### src/rtl/trap_pkg.sv
// Shared types for the trap controller: FSM states, default cause codes
// and the cause-code width helper.
package trap_pkg;

  typedef enum logic [1:0] {
    ST_IDLE,
    ST_TAKE,
    ST_HANDLER,
    ST_RETURN
  } trap_state_e;

  localparam int MEM_ACCESS  = 1;
  localparam int ILLEGAL     = 2;
  localparam int INST_ACCESS = 3;

  function automatic int cw(input int n);
    return $clog2(n + 1);
  endfunction

endpackage

### src/rtl/trap_ctrl_if.sv
// Fault-source / trap-redirect bundle between the pipeline and trap_ctrl.
// master = pipeline side, slave = trap controller.
interface trap_ctrl_if
  import trap_pkg::*;
#(
  parameter int XLEN       = 32,
  parameter int NUM_CAUSES = 4
);

  localparam int CW = cw(NUM_CAUSES);

  logic [NUM_CAUSES-1:0]      cause_req;
  logic [NUM_CAUSES*XLEN-1:0] cause_epc;
  logic [NUM_CAUSES*XLEN-1:0] cause_tval;
  logic                       mret;
  logic                       trap_valid;
  logic                       ret_valid;
  logic [XLEN-1:0]            mtvec_addr;
  logic [XLEN-1:0]            mepc;
  logic [CW-1:0]              mcause;
  logic [XLEN-1:0]            mtval;
  logic                       in_trap;

  modport master (
    output cause_req, cause_epc, cause_tval, mret,
    input  trap_valid, ret_valid, mtvec_addr,
    input  mepc, mcause, mtval, in_trap
  );

  modport slave (
    input  cause_req, cause_epc, cause_tval, mret,
    output trap_valid, ret_valid, mtvec_addr,
    output mepc, mcause, mtval, in_trap
  );

endinterface

### src/rtl/trap_prio_enc.sv
// Fixed-priority encoder: lowest set index wins.
// Outputs one-hot grant, binary index and an any-valid flag.
module trap_prio_enc #(
  parameter int N  = 4,
  parameter int IW = (N > 1) ? $clog2(N) : 1
) (
  input  logic [N-1:0]  req,
  output logic [N-1:0]  grant,
  output logic [IW-1:0] idx,
  output logic          valid
);

  always_comb begin
    grant = '0;
    idx   = '0;
    valid = |req;
    for (int i = N - 1; i >= 0; i--) begin
      if (req[i]) begin
        grant    = '0;
        grant[i] = 1'b1;
        idx      = IW'(i);
      end
    end
  end

endmodule

### src/rtl/trap_ctrl.sv
// Prioritised trap controller with pending latches and handler FSM.
// Optional TRAP_CTRL_MTVAL_EN keeps a registered mtval; otherwise mtval=0.
module trap_ctrl
  import trap_pkg::*;
#(
  parameter int XLEN        = 32,
  parameter int NUM_CAUSES  = 4,
  parameter int TVEC_BASE   = 472,
  parameter int TVEC_STRIDE = 8
) (
  input logic       clk,
  input logic       rst,
  trap_ctrl_if.slave bus
);

  localparam int CW = cw(NUM_CAUSES);
  localparam int IW = (NUM_CAUSES > 1) ? $clog2(NUM_CAUSES) : 1;

  trap_state_e state_q, state_d;

  logic [NUM_CAUSES-1:0] req_d_q, req_d_d;
  logic [NUM_CAUSES-1:0] pending_q, pending_d;
  logic [XLEN-1:0]       mepc_q, mepc_d;
  logic [CW-1:0]         mcause_q, mcause_d;

  logic [NUM_CAUSES-1:0] rise;
  logic [NUM_CAUSES-1:0] cand;
  logic [NUM_CAUSES-1:0] grant;
  logic [IW-1:0]         win_idx;
  logic                  any;
  logic                  capture;
  logic [XLEN-1:0]       win_epc;
  logic [XLEN-1:0]       code_x;
  logic                  trap_valid;
  logic                  ret_valid;
  logic                  in_trap;

  assign rise    = bus.cause_req & ~req_d_q;
  assign cand    = pending_q | rise;
  assign capture = (state_q == ST_IDLE) && any;
  assign win_epc = bus.cause_epc[win_idx*XLEN +: XLEN];

  trap_prio_enc #(
    .N  (NUM_CAUSES),
    .IW (IW)
  ) u_enc (
    .req   (cand),
    .grant (grant),
    .idx   (win_idx),
    .valid (any)
  );

  always_ff @(posedge clk) begin
    if (rst) begin
      state_q   <= ST_IDLE;
      req_d_q   <= '0;
      pending_q <= '0;
      mepc_q    <= '0;
      mcause_q  <= '0;
    end else begin
      state_q   <= state_d;
      req_d_q   <= req_d_d;
      pending_q <= pending_d;
      mepc_q    <= mepc_d;
      mcause_q  <= mcause_d;
    end
  end

  always_comb begin
    state_d = state_q;
    unique case (state_q)
      ST_IDLE:    if (any) state_d = ST_TAKE;
      ST_TAKE:    state_d = ST_HANDLER;
      ST_HANDLER: if (bus.mret) state_d = ST_RETURN;
      ST_RETURN:  state_d = ST_IDLE;
      default:    state_d = ST_IDLE;
    endcase
  end

  // Edges are always folded into pending; only a capture consumes one.
  always_comb begin
    req_d_d   = bus.cause_req;
    pending_d = cand & ~(capture ? grant : '0);
    mepc_d    = mepc_q;
    mcause_d  = mcause_q;
    if (capture) begin
      mepc_d   = win_epc;
      mcause_d = CW'(win_idx) + CW'(1);
    end
  end

  always_comb begin
    trap_valid = 1'b0;
    ret_valid  = 1'b0;
    in_trap    = 1'b0;
    unique case (1'b1)
      (state_q == ST_TAKE):    trap_valid = 1'b1;
      (state_q == ST_HANDLER): in_trap    = 1'b1;
      (state_q == ST_RETURN):  ret_valid  = 1'b1;
      default: ;
    endcase
  end

  assign code_x = XLEN'(mcause_q) - XLEN'(1);

  always_comb begin
    bus.mtvec_addr = XLEN'(TVEC_BASE);
    if (mcause_q != '0)
      bus.mtvec_addr = XLEN'(TVEC_BASE) + code_x * XLEN'(TVEC_STRIDE);
  end

`ifdef TRAP_CTRL_MTVAL_EN
  logic [XLEN-1:0] mtval_q, mtval_d;

  always_comb begin
    mtval_d = mtval_q;
    if (capture)
      mtval_d = bus.cause_tval[win_idx*XLEN +: XLEN];
  end

  always_ff @(posedge clk) begin
    if (rst) mtval_q <= '0;
    else     mtval_q <= mtval_d;
  end

  assign bus.mtval = mtval_q;
`else
  logic unused_tval;
  assign unused_tval = ^bus.cause_tval;
  assign bus.mtval   = '0;
`endif

  assign bus.trap_valid = trap_valid;
  assign bus.ret_valid  = ret_valid;
  assign bus.in_trap    = in_trap;
  assign bus.mepc       = mepc_q;
  assign bus.mcause     = mcause_q;

endmodule

### src/flat_wrapper.sv
// flat-port wrapper written by rule: the top's interface ports become plain ports
module trap_ctrl_flat import trap_pkg::*;
#(
  parameter int XLEN        = 32,
  parameter int NUM_CAUSES  = 4,
  parameter int TVEC_BASE   = 472,
  parameter int TVEC_STRIDE = 8
)
  (clk, rst, bus_cause_req, bus_cause_epc, bus_cause_tval, bus_mret, bus_trap_valid, bus_ret_valid, bus_mtvec_addr, bus_mepc, bus_mcause, bus_mtval, bus_in_trap);
  trap_ctrl_if #(.XLEN(XLEN), .NUM_CAUSES(NUM_CAUSES)) bus_i ();
  input logic clk;
  input logic rst;
  input wire logic [$bits(bus_i.cause_req)-1:0] bus_cause_req;
  input wire logic [$bits(bus_i.cause_epc)-1:0] bus_cause_epc;
  input wire logic [$bits(bus_i.cause_tval)-1:0] bus_cause_tval;
  input wire logic [$bits(bus_i.mret)-1:0] bus_mret;
  output wire logic [$bits(bus_i.trap_valid)-1:0] bus_trap_valid;
  output wire logic [$bits(bus_i.ret_valid)-1:0] bus_ret_valid;
  output wire logic [$bits(bus_i.mtvec_addr)-1:0] bus_mtvec_addr;
  output wire logic [$bits(bus_i.mepc)-1:0] bus_mepc;
  output wire logic [$bits(bus_i.mcause)-1:0] bus_mcause;
  output wire logic [$bits(bus_i.mtval)-1:0] bus_mtval;
  output wire logic [$bits(bus_i.in_trap)-1:0] bus_in_trap;
  assign bus_i.cause_req = bus_cause_req;
  assign bus_i.cause_epc = bus_cause_epc;
  assign bus_i.cause_tval = bus_cause_tval;
  assign bus_i.mret = bus_mret;
  assign bus_trap_valid = bus_i.trap_valid;
  assign bus_ret_valid = bus_i.ret_valid;
  assign bus_mtvec_addr = bus_i.mtvec_addr;
  assign bus_mepc = bus_i.mepc;
  assign bus_mcause = bus_i.mcause;
  assign bus_mtval = bus_i.mtval;
  assign bus_in_trap = bus_i.in_trap;
  trap_ctrl #(.XLEN(XLEN), .NUM_CAUSES(NUM_CAUSES), .TVEC_BASE(TVEC_BASE), .TVEC_STRIDE(TVEC_STRIDE)) u_core (.clk(clk), .rst(rst), .bus(bus_i));
endmodule
### config.mk
export PLATFORM = sky130hd
export DESIGN_NAME = trap_ctrl_flat
export DESIGN_NICKNAME = d
export VERILOG_FILES = /design/src/rtl/trap_pkg.sv /design/src/rtl/trap_ctrl_if.sv /design/src/rtl/trap_prio_enc.sv /design/src/rtl/trap_ctrl.sv /design/src/flat_wrapper.sv
export SDC_FILE = /design/constraint.sdc
export NUM_CORES = 1
export LEC_CHECK = 0
export ABC_AREA = 1
export BUFFER_PORTS_ARGS = -buffer_cell sky130_fd_sc_hd__buf_2
export CAP_MARGIN = 40
export CORE_AREA = 3 3 140 142
export CTS_CLUSTER_DIAMETER = 200
export DETAILED_ROUTE_END_ITERATION = 12
export DIE_AREA = 0 0 143 145
export PLACE_DENSITY = 0.49
export SYNTH_ARGS = -nofsm -noshare
export SYNTH_HDL_FRONTEND = slang
export SYNTH_SLANG_ARGS = --single-unit
### constraint.sdc
create_clock -name clk -period 4.65 [get_ports clk]
set_clock_uncertainty 0.1 [all_clocks]
set_input_delay 0.465 -clock clk [delete_from_list [all_inputs] [get_ports clk]]
set_output_delay 0.465 -clock clk [all_outputs]
set_load 0.05 [all_outputs]
Word level (Yosys, flattened, before mapping)
Index checks and enable logic that the tools add are counted.
Cells by class
  add/sub/neg operators: 3
  eq/ne operators: 5
  shift operators: 1
  mux-type cells: 16
  bitwise operators: 5
  reduce and logical (&&, ||, !) cells: 5
Operator list (count)
  $shiftx 128x8->32: 1
  $add 9x32->32 const A: 1
  $mux 32: 1
  $mux 4: 5
  $mux 2: 6
  $and 4x4->4: 2
  $not 4->4: 2
  $pmux 2 s4: 1
  $eq 2x2->1 const B: 2
  $or 4x4->4: 1
  $reduce_or 4->1: 1
  $sub 3x1->4 const B: 1
  $add 2x1->3 const B: 1
  $mux 1: 3
  $reduce_bool 3->1: 1
  $eq 2x1->1 const B: 1
  $logic_not 2->1: 1
  $ne 2x1->1 const B: 1
  $ne 2x2->1 const B: 1
  $reduce_and 2->1: 1
  $logic_and 1x1->1: 1
Word-level totals
  register bits after elaboration: 45
  output and inout bits: 102
  logic and storage cells: 40

Logic depth before layout (Yosys ltp)
Gate-level depths: netlist of the first run.
  depth in word-level cells: 10
  mapped depth: 12

Modules after synthesis
From an unflattened synthesis of the first run, not the netlist that was laid out.
Second synthesis, totals
  cell total of the unflattened synthesis: 514
  area, all modules: 3422.0 µm²
Modules (own cells, without submodules)
  trap_ctrl: times used 1, cells each 499, area each 3357.0 µm²
  trap_prio_enc: times used 1, cells each 15, area each 65.1 µm²

Worst setup path after synthesis of the first run
OpenSTA, ideal clock, no wires.
  path type: reg2out
  from: reg u_core.mcause_q[1], in the netlist u_core.bus.mcause[1]
  to: out bus_mtvec_addr[4]
  data arrival time: 1595 ps
  path slack: 2490 ps
  cell stages (with the launch flop): 5
  path through: dfxtp_1 > inv_1 > ha_1 > xor2_1 > nand2_1
On the way
  word-level cells in the longest chain between the ends: 3
Ends and longest elaborated chain
  start: declaration: line trap_ctrl.sv:24  | logic [CW-1:0] mcause_q, mcause_d;
  start signal: assignment: line trap_ctrl.sv:65  | mcause_q <= mcause_d;
  $sub 3x1->4: line trap_ctrl.sv:104  | assign code_x = XLEN'(mcause_q) - XLEN'(1);
  $add 9x32->32: line trap_ctrl.sv:109  | bus.mtvec_addr = XLEN'(TVEC_BASE) + code_x * XLEN'(TVEC_STRIDE);
  $mux 32 (*): line trap_ctrl.sv:108  | if (mcause_q != '0)
  end: declaration: line flat_wrapper.sv:19  | output wire logic [$bits(bus_i.mtvec_addr)-1:0] bus_mtvec_addr;
Mark *: on every way between the ends. The rest lies on a longest branch, timed or not.

Worst setup path after layout of the first run
  from: reg u_core.state_q[0]
  to: reg u_core.mepc_q[28], in the netlist u_core.bus.mepc[28]
On the way
  word-level cells in the longest chain between the ends: 2
Ends and longest elaborated chain
  start: declaration: line trap_ctrl.sv:19  | trap_state_e state_q, state_d;
  start signal: assignment: line trap_ctrl.sv:61  | state_q <= state_d;
  $logic_not 2->1: line trap_ctrl.sv:40  | assign capture = (state_q == ST_IDLE) && any;
  $logic_and 1x1->1: line trap_ctrl.sv:40
  end signal: assignment: line trap_ctrl.sv:64  | mepc_q <= mepc_d;
  end: declaration: line trap_ctrl.sv:23  | logic [XLEN-1:0] mepc_q, mepc_d;
Every way passes these cells.
A chain may end at the register's enable or synchronous reset.

==> impl_metrics.tcl, run 1 <==
set metrics [dict create \
    outcome "finished, final reports clean" \
    htreeDepth 2 \
    grt_pass1_vias 3544 \
    wl_per_cell_um 13.1 \
    n_fill_cell 2156 \
    hold_end "u_core.req_d_q[3]" \
    fin_nets 976 \
    clk_latency_ns 0.30 \
    synth_cell_type_count 26 \
    clock_power_share 0.146 \
    hold_viol 0 \
    rsz0062_at_grt "no" \
    gp_congestion 0.745 \
    grt_pass1_wl_mm 18.8 \
    p_int_mw 1.09 \
    layout_min_cycle_time_ns 2.12 \
    reg2reg_depth 6 \
    min_path_type "in2reg" \
    rows 50 \
    cp-end-kind "flip-flop" \
    stdcell_area_um2 4450 \
    drcViolationCount 0 \
    post_cts_resized 0 \
    drive_above_1_share 0.294 \
    vias_per_cell 4.06 \
    die_w_um 143 \
    grt_max_degree 67 \
    post_dp_cell_area_um2 4310 \
    cts_tree "built" \
    grt_usage 0.114 \
    cts_setup_buffers 0 \
    r2r_slack_ns 2.53 \
    crit_arrival_ns 2.26 \
    cts.path.max_buffers 2 \
    area_growth_pct 25.8 \
    ir_worst_vdd_mv 0.150 \
    start_kind "flip-flop" \
    io_buffer_count 179 \
    worst_pin_slew_ns 0.757 \
    die-area_um2 20700 \
    crit_required_ns 4.79 \
    r2r_end "u_core.bus.mepc[28]" \
    start_util 0.190 \
    clock_sinks 45 \
    die_h_um 145 \
    finalSetupViolCount 0 \
    seqPwrFrac 0.235 \
    synth_seq_area_share 0.255 \
    crit_type "reg2reg" \
    ys_ff_latch 45 \
    core_area_um2 18600 \
    grt_overflow 0 \
    drt-initial-drc-count 151 \
    antenna_found_initial 0 \
    ant_nets 0 \
    power_leakage_nw 2.57 \
    first_pass_iters 4 \
    slew_headroom 0.494 \
    holdPathStages 3 \
    switching_share 0.572 \
    power.density_nw_per_um2 570 \
    synthesis.instances 552 \
    cts_buffers 5 \
    finalSetupTns_ns 0 \
    diodes 0 \
    fmax_mhz 472 \
    hold_buffers 0 \
    hp-start "bus_cause_req[3]" \
    yosysWarnings 0 \
    slew_violations 0 \
    multi_input_area_um2 1910 \
    avgSynthCellArea_um2 6.41 \
    p_sw_mw 1.45 \
    path_max_fanout 27 \
    dp_hpwl_mm 8.83 \
    io_pins 365 \
    seq_area_um2 901 \
    clk_pin_slew_worst_paths_ns 0.07 \
    routed_wirelength_mm 12.3 \
    vias 3812 \
    power_frac_comb 0.619 \
    syn-cell-area_um2 3540 \
    cts_root_buffer "clkbuf_16" \
    cap_violations 0 \
    post-route-period-util 0.456 \
    rr_startpoint "u_core.state_q[0]" \
]
==> flip-flops by register name (all words and copies together), names as in the netlist <==
signal	cells
u_core.state_q	2
u_core.bus.mcause	3
u_core.bus.mepc	32
u_core.req_d_q	4
u_core.pending_q	4
==> Yosys cell counts <==
| library cell | instances | share of area |
|---|---|---|
| o21bai_1 | 1 | 0.0021 |
| buf_4 | 63 | 0.13 |
| dfxtp_1 | 45 | 0.25 |
| inv_1 | 60 | 0.064 |
| a211oi_1 | 1 | 0.0021 |
| nor2_2 | 1 | 0.0018 |
| buf_6 | 12 | 0.038 |
| o21ai_0 | 5 | 0.0071 |
| buf_2 | 14 | 0.020 |
| o21bai_4 | 1 | 0.0053 |
| nand2_1 | 107 | 0.11 |
| o21ai_2 | 1 | 0.0025 |
| ha_1 | 9 | 0.032 |
| o21bai_2 | 1 | 0.0032 |
| nand2_2 | 3 | 0.0053 |
| xor2_1 | 1 | 0.0025 |
| nor2_4 | 1 | 0.0032 |
| nand2_4 | 1 | 0.0032 |
| nand3_1 | 185 | 0.26 |
| o211ai_1 | 1 | 0.0021 |
| inv_2 | 4 | 0.0042 |
| conb_1 | 1 | 0.0011 |
| nor2_1 | 24 | 0.025 |
| o22ai_1 | 1 | 0.0018 |
| a21oi_1 | 2 | 0.0028 |
| clkbuf_1 | 7 | 0.0074 |
==> cells in the final DEF, fill, tap and decap left out, types with 2 or more instances in the layout <==
| cell type | netlist | layout |
|---|---|---|
| inv_1 | 60 | 59 |
| nand2_2 | 3 | 3 |
| a21oi_1 | 2 | 2 |
| buf_2 | 14 | 179 |
| clkbuf_16 | 0 | 5 |
| nand2_1 | 107 | 107 |
| ha_1 | 9 | 9 |
| nor2_1 | 24 | 24 |
| inv_2 | 4 | 5 |
| buf_4 | 63 | 4 |
| o21ai_0 | 5 | 5 |
| conb_1 | 1 | 57 |
| nand3_1 | 185 | 185 |
| dfxtp_1 | 45 | 45 |
==> critical path, stage by stage (launching register included) <==
cell	delay (ns)
dfxtp_1	0.33
inv_1	0.10
ha_1	0.29
nand2_4	0.27
nor2_4	0.67
nand3_1	0.20
nand2_1	0.09
==> stage by stage <==
| step | hold slack, ns | utilization | total power [mW] | setup WS (ns) | std cells |
|---|---|---|---|---|---|
| detailed placement | 0.359 | 0.232 | 2.20 | 2.27 | 931 |
| floorplan | 0.400 | - | 1.90 | 2.49 | 608 |
| global route | 0.300 | 0.240 | 2.74 | 2.24 | 939 |
| CTS | 0.264 | 0.240 | 2.59 | 2.45 | 939 |
| finish | 0.283 | 0.240 | 2.54 | 2.53 | 939 |
| global placement | 0.356 | 0.230 | 2.18 | 2.04 | 929 |
==> power groups by stage <==
stage	combinational [mW]	clock, mW	sequential, mW
floorplan	0.875	0	1.02
global placement	1.58	0	0.597
detailed placement	1.60	0	0.602
CTS	1.60	0.396	0.596
global route	1.72	0.407	0.612
finish	1.57	0.370	0.596
==> final cells by class <==
cell class / instances / area share
well taps: 234 / 0.0658
flip-flops and latches: 45 / 0.202
inverters: 64 / 0.0540
multi-input cells: 403 / 0.429
clock buffers: 5 / 0.0281
repair buffers: 185 / 0.216
clock inverters: 3 / 0.00478
==> worst max-delay path by stage <==
| stage | start | endpoint | slack, ns | depth (start not counted) |
|---|---|---|---|---|
| after floorplan | u_core.bus.mcause[1] | bus_mtvec_addr[4] | 2.49 | 4 |
| after global placement | bus_cause_req[3] | u_core.bus.mepc[29] | 2.04 | 11 |
| after detailed placement | bus_cause_req[1] | u_core.bus.mepc[28] | 2.27 | 9 |
| after CTS | u_core.state_q[0] | u_core.bus.mepc[28] | 2.45 | 6 |
| after global routing | u_core.state_q[0] | u_core.bus.mepc[28] | 2.24 | 6 |
| final | u_core.state_q[0] | u_core.bus.mepc[28] | 2.53 | 6 |
==> logic make-up (layout without fill, tap and decap cells) <==
kind of cell / after synthesis / after routing / synth area share
XOR/XNOR: 1 / 1 / 0.00248
AND/OR/NAND/NOR: 322 / 322 / 0.414
AO/OA/AOI/OAI: 14 / 14 / 0.0290
other: 1 / 57 / 0.00106
adder cells (fa/ha/maj): 9 / 9 / 0.0318
buffers and inverters: 160 / 257 / 0.267
flip-flops: 45 / 45 / 0.255
==> layer usage <==
layer	GRT usage	vias up	share of wire	wire, um
met3	0.0300	8	0.085	1040
met5	0	-	0	0
met2	0.188	163	0.46	5630
li1	-	1954	-	-
met1	0.151	1687	0.45	5510
met4	0.0233	0	0.0083	102
No activity file was read; power rests on OpenSTA's default activity.
==> run 2: changes to the inputs <==
--- a/config.mk
+++ b/config.mk
@@ -12,7 +12,7 @@
 export CTS_CLUSTER_DIAMETER = 200
 export DETAILED_ROUTE_END_ITERATION = 12
 export DIE_AREA = 0 0 143 145
-export PLACE_DENSITY = 0.49
+export PLACE_DENSITY = 0.5
 export SYNTH_ARGS = -nofsm -noshare
 export SYNTH_HDL_FRONTEND = slang
 export SYNTH_SLANG_ARGS = --single-unit
==> constraint.sdc (replaced) <==
create_clock -name clk -period 1.85 [get_ports clk]
set_clock_uncertainty 0.1 [all_clocks]
set_input_delay 0.185 -clock clk [delete_from_list [all_inputs] [get_ports clk]]
set_output_delay 0.185 -clock clk [all_outputs]
set_load 0.05 [all_outputs]
==> run 2 against run 1 <==
  * Via count grew 2.2%
  * Non-clock buffer count is 13 higher
  * Sequential power rose to 2.5 times the previous value
  * Power grew to 2.6 times the previous value
  * Worst hold slack worse by 0.27 ns
  * Combinational power increased to 2.6 times the previous value
  * Die area is the same
  * Fmax rose by 25%
  * Critical path type unchanged
  * Critical path depth up 2
  * Wire length grew 3.0%
  * Highest routed layer is now met5
==> impl_metrics.tcl, run 2 (synthesis results as in run 1) <==
set metrics [dict create \
    rsz0062_at_grt "no" \
    crit_arrival_ns 1.80 \
    crit_required_ns 1.95 \
    drive_above_1_share 0.309 \
    die_w_um 143 \
    switching_share 0.560 \
    setup_ws_ns 0.147 \
    gp_congestion 0.767 \
    clock_sinks 45 \
    holdPathStages 3 \
    crit_family "simple AND/OR/NAND/NOR gates" \
    grt_pass1_wl_mm 18.5 \
    wl_per_cell_um 13.3 \
    io_buffer_count 179 \
    power_leakage_nw 2.65 \
    start_util 0.190 \
    vias 3897 \
    ant_nets 0 \
    multi_input_area_um2 1920 \
    antenna_found_initial 1 \
    die_h_um 145 \
    htreeDepth 2 \
    mostFrequentLayoutCell "nand3_1" \
    power_frac_comb 0.626 \
    outcome "finished, final reports clean" \
    grt_overflow 0 \
    place_ws_ns 0.0223 \
    final_cell_mix "185 x nand3_1, 178 x buf_2, 107 x nand2_1" \
    crit_slowest_cell "dfxtp_1" \
    power.total_mw 6.52 \
    grt_usage 0.112 \
    vias_per_cell 4.09 \
    path_max_fanout 31 \
    layout_min_cycle_time_ns 1.70 \
    crit_buf_inv 2 \
    post-route-period-util 0.920 \
    clk_latency_ns 0.30 \
    p_sw_mw 3.65 \
    max_stage_delay_ns 0.29 \
    crit_type "reg2reg" \
    cts.path.max_buffers 2 \
    cts_buffers 5 \
    fin_nets 990 \
    cpMostUsedCell "nand3_1" \
    hold_viol 0 \
    power.density_nw_per_um2 1410 \
    ir_worst_vdd_mv 0.449 \
    hold_end "u_core.req_d_q[1]" \
    dp_hpwl_mm 9.50 \
    first_pass_iters 4 \
    min_path_type "in2reg" \
    fmax_mhz 587 \
    cts_root_buffer "clkbuf_16" \
    r2r_slack_ns 0.15 \
    rr_startpoint "u_core.pending_q[0]" \
    n_fill_cell 2145 \
    core_area_um2 18600 \
    slew_violations 0 \
    routed_wirelength_mm 12.7 \
    cap_violations 0 \
    finalSetupTns_ns 0 \
    start_kind "flip-flop" \
    hp-start "bus_cause_req[1]" \
    grt_max_degree 35 \
    largest_reg_flops 32 \
    cp-end-kind "flip-flop" \
    crit_chain "o21bai_2 -> nor2_2 -> o21ai_4 -> inv_2 -> buf_12 -> nand3_1 -> nand3_1 -> nand2_1" \
    clk_pin_slew_worst_paths_ns 0.07 \
    clock_power_share 0.146 \
    reg2reg_depth 8 \
    seqPwrFrac 0.228 \
    r2r_end "u_core.bus.mepc[10]" \
    diodes 0 \
    grt_pass1_vias 3474 \
    cts_tree "built" \
    drt-initial-drc-count 151 \
    seq_area_um2 903 \
    rows 50 \
    io_pins 365 \
    finalSetupViolCount 0 \
    area_growth_pct 30.3 \
    die-area_um2 20700 \
    p_int_mw 2.87 \
    drcViolationCount 0 \
]
run 2: metal layers:
metal / vias up / share of wire / global-route usage
met5: - / 0.0010 / 0
met4: 2 / 0.0081 / 0.0228
met3: 10 / 0.078 / 0.0353
met2: 155 / 0.44 / 0.179
met1: 1743 / 0.47 / 0.149
li1: 1987 / - / -
run 2: worst max path at each step:
| stage | start | endpoint | slack [ns] | depth (start not counted) |
|---|---|---|---|---|
| global route | u_core.bus.mcause[1] | bus_mtvec_addr[4] | 0.008 | 5 |
| global placement | bus_cause_req[0] | u_core.bus.mepc[11] | 0.02 | 9 |
| CTS | u_core.req_d_q[1] | u_core.bus.mepc[11] | 0.02 | 7 |
| floorplan | u_core.bus.mcause[0] | bus_mtvec_addr[4] | 0.18 | 4 |
| detailed placement | bus_cause_req[1] | u_core.bus.mepc[11] | 0.02 | 9 |
| finish | u_core.pending_q[0] | u_core.bus.mepc[10] | 0.15 | 8 |
run 2: layout make-up:
class | instances | share of cell area
Multi-Input combinational cell | 404 | 0.417
Sequential cell | 45 | 0.196
Inverter | 64 | 0.0521
Timing Repair Buffer | 198 | 0.239
Clock inverter | 3 | 0.00543
Tap cell | 234 | 0.0635
Clock buffer | 5 | 0.0271
run 2: what timing repair did:
action,in CTS,in global routing
endpoints found under the setup margin,0,33
gates resized for setup,0,5
hold buffers,1,0
buffers inserted,0,0
hold endpoints to repair,1,0
run 2: through the flow:
stage	instances	hold slack, ns	cell area (um2)	utilization
after global placement	943	0.320	4430	0.238
after CTS	952	0.000841	4590	0.247
after floorplan	608	0.192	3750	-
final	953	0.0104	4610	0.248
after global routing	953	0.0210	4610	0.248
after detailed placement	943	0.318	4430	0.238
run 2: worst reg2reg max path, delay by kind of cell (launching register included):
family | cells | cell delay [ns]
AOI/OAI and AO/OA | 2 | 0.31
buffers and inverters | 2 | 0.33
DFF | 1 | 0.29
and+or+nand+nor | 4 | 0.58
run 2: power groups by stage:
stage	Clock, mW	Combinational [mW]	Sequential [mW]
5_1_grt	1.02	4.45	1.53
3_3_place_gp	0	4.07	1.49
6_report	0.950	4.08	1.49
3_5_place_dp	0	4.06	1.51
4_1_cts	0.999	4.07	1.49
2_1_floorplan	0	2.20	2.57
